**config.mk**
```make
export PLATFORM = sky130hd
export DESIGN_NAME = envelope_follower
export DESIGN_NICKNAME = d
export VERILOG_FILES = /design/src/rtl/envelope_follower_pkg.sv /design/src/rtl/envelope_slew.sv /design/src/rtl/envelope_follower.sv
export SDC_FILE = /design/constraint.sdc
export NUM_CORES = 1
export LEC_CHECK = 0
export BUFFER_PORTS_ARGS = -buffer_cell sky130_fd_sc_hd__clkbuf_2
export CAP_MARGIN = 15
export CORE_ASPECT_RATIO = 1.1
export CORE_MARGIN = 10
export CORE_UTILIZATION = 30
export CTS_BUF_LIST = sky130_fd_sc_hd__clkbuf_4 sky130_fd_sc_hd__clkbuf_8
export DETAILED_ROUTE_END_ITERATION = 7
export SYNTH_ARGS = -nofsm -noshare
export SYNTH_HDL_FRONTEND = slang
export SYNTH_HIERARCHICAL = 1
export SYNTH_SLANG_ARGS = --single-unit
```
**constraint.sdc**
```tcl
create_clock -name clk -period 17 [get_ports clk]
set_input_delay 3.4 -clock clk [delete_from_list [all_inputs] [get_ports clk]]
set_output_delay 3.4 -clock clk [all_outputs]
set_load 0.01 [all_outputs]
```
**src/rtl/envelope_follower_pkg.sv**
```systemverilog
// Shared types and constants for the envelope follower and its slew stage.
// The step expansion matches the ADSR generator so both blocks move at the same rate.
package envelope_follower_pkg;
    localparam int ENV_W    = 16;
    localparam int SAMPLE_W = 16;

    typedef enum logic [1:0] {
        ST_IDLE   = 2'd0,
        ST_ACTIVE = 2'd1,
        ST_HOLD   = 2'd2
    } state_e;

    function automatic logic [ENV_W-1:0] step_of(input logic [7:0] x);
        return {x, 8'd0};
    endfunction
endpackage

```
**src/rtl/envelope_slew.sv**
```systemverilog
// Rectifies a sample and moves the envelope towards it by one clamped attack/release step.
module envelope_slew
    import envelope_follower_pkg::*;
(
    input  logic [ENV_W-1:0]           env_i,
    input  logic signed [SAMPLE_W-1:0] sample_i,
    input  logic [7:0]                 attack_i,
    input  logic [7:0]                 released_i,
    output logic [ENV_W-1:0]           env_o
);
    logic [SAMPLE_W-1:0] s_u;
    logic [SAMPLE_W-1:0] mag;
    logic [ENV_W-1:0]    rect;
    logic [ENV_W-1:0]    up_step;
    logic [ENV_W-1:0]    dn_step;
    logic [ENV_W:0]      diff_up;
    logic [ENV_W:0]      diff_dn;

    always_comb begin
        s_u     = sample_i;
        mag     = s_u[SAMPLE_W-1] ? (~s_u + 16'd1) : s_u;
        // Only -32768 leaves bit 15 set after negation; saturate it to full scale.
        rect    = mag[SAMPLE_W-1] ? 16'hFFFE : {mag[SAMPLE_W-2:0], 1'b0};
        up_step = step_of(attack_i);
        dn_step = step_of(released_i);
        diff_up = {1'b0, rect} - {1'b0, env_i};
        diff_dn = {1'b0, env_i} - {1'b0, rect};
        env_o   = env_i;
        if (rect > env_i) begin
            if (attack_i == 8'd0 || diff_up <= {1'b0, up_step}) env_o = rect;
            else                                               env_o = env_i + up_step;
        end else if (rect < env_i) begin
            if (released_i == 8'd0 || diff_dn <= {1'b0, dn_step}) env_o = rect;
            else                                                 env_o = env_i - dn_step;
        end
    end
endmodule

```
**src/rtl/envelope_follower.sv**
```systemverilog
// Envelope follower: slews a rectified sample stream and runs a hysteretic, hold-extended
// note gate that emits note_on/note_off pulses and tracks the per-note peak level.
module envelope_follower
    import envelope_follower_pkg::*;
(
    input  logic                       clk,
    input  logic                       reset,
    input  logic                       sample_valid,
    input  logic signed [SAMPLE_W-1:0] sample,
    input  logic [7:0]                 attack,
    input  logic [7:0]                 released,
    input  logic [7:0]                 on_threshold,
    input  logic [7:0]                 off_threshold,
    input  logic [7:0]                 hold,
    output logic [ENV_W-1:0]           envelope_out,
    output logic                       gate,
    output logic                       note_on,
    output logic                       note_off,
    output logic [ENV_W-1:0]           peak_out
);
    state_e           state_q, state_d;
    logic [7:0]       cnt_q, cnt_d;
    logic [ENV_W-1:0] env_q, env_d, peak_q, peak_d, env_nxt;
    logic             gate_q, gate_d, on_q, on_d, off_q, off_d;
    logic [7:0]       lvl;

    envelope_slew u_slew (
        .env_i      (env_q),
        .sample_i   (sample),
        .attack_i   (attack),
        .released_i (released),
        .env_o      (env_nxt)
    );

    assign lvl = env_nxt[ENV_W-1:8];

    always_comb begin
        state_d = state_q;
        cnt_d   = cnt_q;
        env_d   = env_q;
        peak_d  = peak_q;
        on_d    = 1'b0;
        off_d   = 1'b0;
        if (sample_valid) env_d = env_nxt;
        case (state_q)
            ST_IDLE: begin
                if (sample_valid && lvl >= on_threshold) begin
                    state_d = ST_ACTIVE;
                    on_d    = 1'b1;
                    peak_d  = env_nxt;
                end
            end
            ST_ACTIVE: begin
                if (sample_valid) begin
                    if (env_nxt > peak_q) peak_d = env_nxt;
                    if (lvl < off_threshold) begin
                        if (hold == 8'd0) begin
                            state_d = ST_IDLE;
                            off_d   = 1'b1;
                        end else begin
                            state_d = ST_HOLD;
                            cnt_d   = hold;
                        end
                    end
                end
            end
            ST_HOLD: begin
                if (sample_valid) begin
                    if (env_nxt > peak_q) peak_d = env_nxt;
                    if (lvl >= off_threshold) begin
                        state_d = ST_ACTIVE;
                    end else if (cnt_q <= 8'd1) begin
                        state_d = ST_IDLE;
                        cnt_d   = 8'd0;
                        off_d   = 1'b1;
                    end else begin
                        cnt_d = cnt_q - 8'd1;
                    end
                end
            end
            default: begin
                state_d = ST_IDLE;
                cnt_d   = 8'd0;
            end
        endcase
        gate_d = (state_d != ST_IDLE);
    end

    always_ff @(posedge clk or negedge reset) begin
        if (!reset) begin
            state_q <= ST_IDLE;
            cnt_q   <= 8'd0;
            env_q   <= '0;
            peak_q  <= '0;
            gate_q  <= 1'b0;
            on_q    <= 1'b0;
            off_q   <= 1'b0;
        end else begin
            state_q <= state_d;
            cnt_q   <= cnt_d;
            env_q   <= env_d;
            peak_q  <= peak_d;
            gate_q  <= gate_d;
            on_q    <= on_d;
            off_q   <= off_d;
        end
    end

    assign envelope_out = env_q;
    assign gate         = gate_q;
    assign note_on      = on_q;
    assign note_off     = off_q;
    assign peak_out     = peak_q;
endmodule

```
# Word level (Yosys, flattened, before mapping)
# Cells that the tools add are included.
[word_totals] reg_bits=45 inputBits=59 out_inout_bits=35 elab_cells=80
[classes] add_sub_neg=6 magnitude_cmp=9 eq_ne=10 n_mux=34 bitwise_logic=2 reduce_logical=12
[ops] op="16-bit two-way mux" n=9
[ops] op="8-bit two-way mux" n=6
[ops] op="17-bit by 16-bit <= comparator with 1-bit output" n=2
[ops] op="16-bit by 16-bit subtractor with 17-bit output" n=2
[ops] op="16-bit > comparator" n=2
[ops] op="16-bit case mux with 2 select lines" n=1
[ops] op="8-bit zero test" n=3
[ops] op="8-bit case mux with 3 select lines" n=1
[ops] op="16-bit by 1-bit adder with 16-bit output, second input constant" n=1
[ops] op="16-bit adder" n=1
[ops] op="8-bit >= comparator" n=2
[ops] op="16-bit < comparator" n=1
[ops] op="16-bit NOT" n=1
[ops] op="16-bit subtractor" n=1
[ops] op="2-bit two-way mux" n=7
[ops] op="2-bit inequality test, second input constant" n=6
[ops] op="8-bit by 1-bit <= comparator with 1-bit output, second input constant" n=1
[ops] op="8-bit < comparator" n=1
[ops] op="1-bit two-way mux" n=8
[ops] op="8-bit by 1-bit subtractor with 8-bit output, second input constant" n=1
[ops] op="2-bit case mux with 3 select lines" n=1
[ops] op="6-bit AND reduction" n=1
[ops] op="2-bit by 1-bit inequality test with 1-bit output, second input constant" n=2
[ops] op="4-bit AND reduction" n=1
[ops] op="9 further kinds" n=11

# Depth between registers and ports, before layout
[logic_depth] ltp_word=15 depth_mapped=35

# Modules after synthesis
# Netlist, hierarchy kept.
[by_module_without_submodules] module="envelope_slew" instances=1 cells_per_inst=476 area_each_um2=3373.2
[by_module_without_submodules] module="envelope_follower" instances=1 cells_per_inst=284 area_each_um2=2956.6

# Least setup slack after synthesis
# No wires, ideal clock.
[synth_path] path_kind="input port to flip-flop" startpoint="input port sample[3]" endpoint="register peak_q[10], in the netlist peak_out[10]" setup_ps=125 arrival_ps=10444 slack_ps=6431 cell_stages=33 n_path_buf=3 cell_sequence="or3_4 > or4_4 > nor3_1 > nand3_1 > buf_2 > nand2_1 > ha_1 > inv_1 > fa_1 > a21o_1 > a21o_1 > a21oi_1 > o211ai_1 > a21boi_0 > o21ai_0 > a21oi_1 > xnor2_1 > ha_1 > nand3b_1 > a2111oi_0 > o2111ai_1 > a2111oi_4 > o32ai_4 > o22a_1 > buf_6 > o2111ai_1 > ha_1 > nand3_1 > or4_1 > and3_1 > nand3b_4 > buf_6 > mux2_4"
[synth_between] elab_chain_len=14 elab_cells_between_ends=26
[synth_lines] item="from (decl)" line="envelope_follower.sv:9" text="input logic signed [SAMPLE_W-1:0] sample,"
[synth_lines] item="16-bit NOT" line="envelope_slew.sv:21" text="mag = s_u[SAMPLE_W-1] ? (~s_u + 16'd1) : s_u;"
[synth_lines] item="16-bit by 1-bit adder with 16-bit output" line="envelope_slew.sv:21"
[synth_lines] item="16-bit two-way mux *" line="envelope_slew.sv:21"
[synth_lines] item="16-bit two-way mux *" line="envelope_slew.sv:23" text="rect = mag[SAMPLE_W-1] ? 16'hFFFE : {mag[SAMPLE_W-2:0], 1'b0};"
[synth_lines] item="16-bit by 16-bit subtractor with 17-bit output" line="envelope_slew.sv:27" text="diff_dn = {1'b0, env_i} - {1'b0, rect};"
[synth_lines] item="17-bit by 16-bit <= comparator with 1-bit output" line="envelope_slew.sv:33" text="if (released_i == 8'd0 || diff_dn <= {1'b0, dn_step}) env_o = rect;"
[synth_lines] item="1-bit logical OR" line="envelope_slew.sv:33"
[synth_lines] item="16-bit two-way mux" line="envelope_slew.sv:33"
[synth_lines] item="16-bit two-way mux" line="envelope_slew.sv:32" text="end else if (rect < env_i) begin"
[synth_lines] item="16-bit two-way mux *" line="envelope_slew.sv:29" text="if (rect > env_i) begin"
[synth_lines] item="named net env_nxt[14]" line="envelope_follower.sv:23" text="logic [ENV_W-1:0] env_q, env_d, peak_q, peak_d, env_nxt;"
[synth_lines] item="parallel branches: the longest is 3 deep, another holds 16-bit > comparator"
[synth_lines] item="4-bit AND reduction (no source line) *"
[synth_lines] item="to (signal assigned)" line="envelope_follower.sv:102" text="peak_q <= peak_d;"
[synth_lines] item="to (decl)" line="envelope_follower.sv:23"
# Mark *: on every way through the listed nets, which the timed path passes. The select of a mux whose other input is x is not followed.
# A chain may end at the register's enable or synchronous reset.

# Worst setup path in the final report
[layout_path] startpoint="input port sample[3]" endpoint="register cnt_q[2]"
[layout_between] elab_chain_len=13 elab_cells_between_ends=21
[layout_lines] item="16-bit NOT" line="envelope_slew.sv:21"
[layout_lines] item="16-bit by 1-bit adder with 16-bit output" line="envelope_slew.sv:21"
[layout_lines] item="16-bit two-way mux *" line="envelope_slew.sv:21"
[layout_lines] item="16-bit two-way mux *" line="envelope_slew.sv:23"
[layout_lines] item="16-bit by 16-bit subtractor with 17-bit output" line="envelope_slew.sv:27"
[layout_lines] item="17-bit by 16-bit <= comparator with 1-bit output" line="envelope_slew.sv:33"
[layout_lines] item="1-bit logical OR" line="envelope_slew.sv:33"
[layout_lines] item="16-bit two-way mux" line="envelope_slew.sv:33"
[layout_lines] item="16-bit two-way mux" line="envelope_slew.sv:32"
[layout_lines] item="16-bit two-way mux *" line="envelope_slew.sv:29"
[layout_lines] item="named net env_nxt[13]" line="envelope_follower.sv:23"
[layout_lines] item="8-bit >= comparator / 8-bit < comparator (equally long branches)" line="envelope_follower.sv:70, envelope_follower.sv:56"
[layout_lines] item="2-bit inequality test (no source line)"
[layout_lines] item="6-bit AND reduction (no source line) *"
[layout_lines] item="to (signal assigned)" line="envelope_follower.sv:100" text="cnt_q <= cnt_d;"
[layout_lines] item="to (decl)" line="envelope_follower.sv:22" text="logic [7:0] cnt_q, cnt_d;"
# The timed path passes the listed nets; every way through them passes the cells marked *.

==> run metrics <==
count of cell types in the netlist between 80 and 90; clock-pin slew on the worst setup and hold paths ~0.09 ns; Synth Flop Type dfrtp_1; Tcrit/Tclk final 0.699; setup repair after global routing missed its margin false; synthesized instance count 760; Final Critical Period about 12 ns; kind of critical path in2reg; relative slew slack 0.435; Post-synth top cells ha_1 (99), inv_1 (98), nand2_1 (51); CTS Sinks 45; Initial Util 0.307; port buffer count 93; Worst path max stage delay 0.62 ns; area leader, netlist ha_1; Max Clk Rate 84.1 MHz; metal3 WL 1.02 mm; Final Hold Vio Count 0; # DRC 0; Seq/Total Area, Yosys 0.178; Max Slew Vio Count 0; via density per instance between 5 and 6; number of synthesized flops with an enable pin 0; required time of the critical path 17.22 ns; synthesized net count 921; I/O pin count 94; Syn. warnings 6; GRT Resource Usage Total 0.141; wl on met1 approximately 8.4 mm; Setup TNS 0 ns; row count 55; Syn Area/Cell ~8.3 um2; worst hold path type reg2reg; vias in the first global route approximately 6000; core region area between 20000 and 25000 um2; Die Wd between 150 and 200 um; Reg2Reg Setup Slack 9.74 ns; Final setup viols 0; top cells by area, synth ha_1 (20%), dfrtp_1 (18%), inv_1 (5.8%), mux2_2 (4.3%), a21oi_1 (3.1%); antenna-violating nets left 0; H-tree depth 2; critical path endpoint category flop; count leader, synth ha_1; Clock Latency Late Sink 0.30 ns; root buffer cell clkbuf_8; Slew @ Worst Pin 0.840 ns; crit path from sample[3]; Layout Skew 0.00949 ns; # hold bufs at CTS 0; GRT Residual Overflow 0; die height 172 um; status finished, final reports clean; routability cong. roughly 0.95; total die area 27300 um2; worst-case reg-to-reg path depth 24; setup bufs post-CTS 0; CTS tree yes; largest net degree at the start of global routing 46; R2R Path End cnt_q[2]; Nets between 900 and 1000; CP max-delay cell o2111ai_1; layout cells sized above 1 0.190; post_cts resized 0; Total Wirelength 19.5 mm; initial antenna violation count 5; WL/cell around 18 um; post-DP HPWL 16.5 mm; arrival time at the worst endpoint 12.11 ns; Worst Path Max Fanout 12; post-synth top area share 0.196; Setup crit end cnt_q[2]; number of max-cap violations 0; flops & latches, synth between 40 and 50; Detailed Routing Iterations Pass 1 5; maximum clock path buffer count 2; initial drt markers 340; Vias 5912; worst r2r src envelope_out[4]; CTS Buf Count 5; detailed route wirelength on metal2 approximately 9.4 mm; Synth Cell Area 6330 um2; Top Layer Used met5; Synth async-reset ratio 1.00; CP Launch Type input port; first-pass GRT wire length 31.0 mm; Fill cells 2202; Area Overhead vs Synth 12.2%
==> placed cells by master, fill, tap and decap left out, types with 7 or more instances in the layout <==
| cell | count |
|---|---|
| ha_1 | 99 |
| inv_1 | 98 |
| clkbuf_2 | 93 |
| nand2_1 | 51 |
| dfrtp_1 | 45 |
| a21oi_1 | 39 |
| nor2_1 | 31 |
| o21ai_0 | 29 |
| mux2_2 | 24 |
| nand3_1 | 22 |
| xor2_1 | 20 |
| nor2b_1 | 19 |
| xnor2_1 | 19 |
| nor3_1 | 17 |
| nand4_1 | 15 |
| o211ai_1 | 13 |
| o21a_1 | 13 |
| a21o_1 | 13 |
| nor4_1 | 11 |
| mux2i_1 | 10 |
| mux2_4 | 9 |
| a31oi_1 | 8 |
| nand2b_1 | 8 |
| and3_1 | 7 |
| o31ai_1 | 7 |
==> worst max-delay path, delay by kind of cell <==
kind,cells,cell delay [ns]
compound gates,17,4.79
simple gates,7,2.31
fa+ha+maj,4,1.33
xor+xnor,1,0.09
buf+inv,2,0.17
==> routing by layer <==
layer,up-vias,GRT usage
met4,2,0.0544
li1,2905,-
met5,-,0
met1,2781,0.172
met3,39,0.0221
met2,185,0.244
==> cells by family after synthesis <==
kind of cell	after synthesis	synth area share
xor+xnor	39	0.0540
fa+ha+maj	102	0.205
simple gates	211	0.179
compound gates	195	0.224
flops	45	0.178
mux	44	0.0816
buf+inv	124	0.0779
==> worst min path at each step <==
stage	start	endpoint	slack, ns	depth (start not counted)
final	cnt_q[7]	cnt_q[7]	0.52	1
after global routing	cnt_q[7]	cnt_q[7]	0.55	1
after CTS	cnt_q[7]	cnt_q[7]	0.51	1
after detailed placement	cnt_q[7]	cnt_q[7]	0.49	1
after global placement	cnt_q[7]	cnt_q[7]	0.48	1
after floorplan	cnt_q[7]	cnt_q[7]	0.46	1
==> cell type report <==
| cell class | instances | area, um2 | area share |
|---|---|---|---|
| multi-input cells | 591 | 4710 | 0.663 |
| flip-flops and latches | 45 | 1130 | 0.159 |
| clock inverters | 3 | 21.3 | 0.00299 |
| well taps | 256 | 320 | 0.0451 |
| repair buffers | 94 | 473 | 0.0666 |
| clock buffers | 5 | 68.8 | 0.00969 |
| diodes | 4 | 10.0 | 0.00141 |
| inverters | 99 | 374 | 0.0527 |
==> through the flow <==
| step | util | cells | instance area (um2) | hold WS, ns | worst slack (ns) |
|---|---|---|---|---|---|
| global placement | 0.339 | 1085 | 7000 | 0.482 | 4.98 |
| detailed placement | 0.339 | 1085 | 7000 | 0.486 | 4.92 |
| finish | 0.344 | 1097 | 7100 | 0.515 | 5.12 |
| global route | 0.344 | 1095 | 7100 | 0.549 | 4.42 |
| floorplan | - | 760 | 6330 | 0.457 | 6.43 |
| CTS | 0.344 | 1093 | 7090 | 0.512 | 5.24 |
==> flip-flops by register name, summed over array words and instances (netlist names) <==
register / cells
cnt_q: 8
state_q: 2
envelope_out: 16
note_on: 1
note_off: 1
gate: 1
peak_out: 16
Power is left out: the tool's default activity adds up to more than one toggle a clock period on the data nets, which glitch-free logic cannot reach.
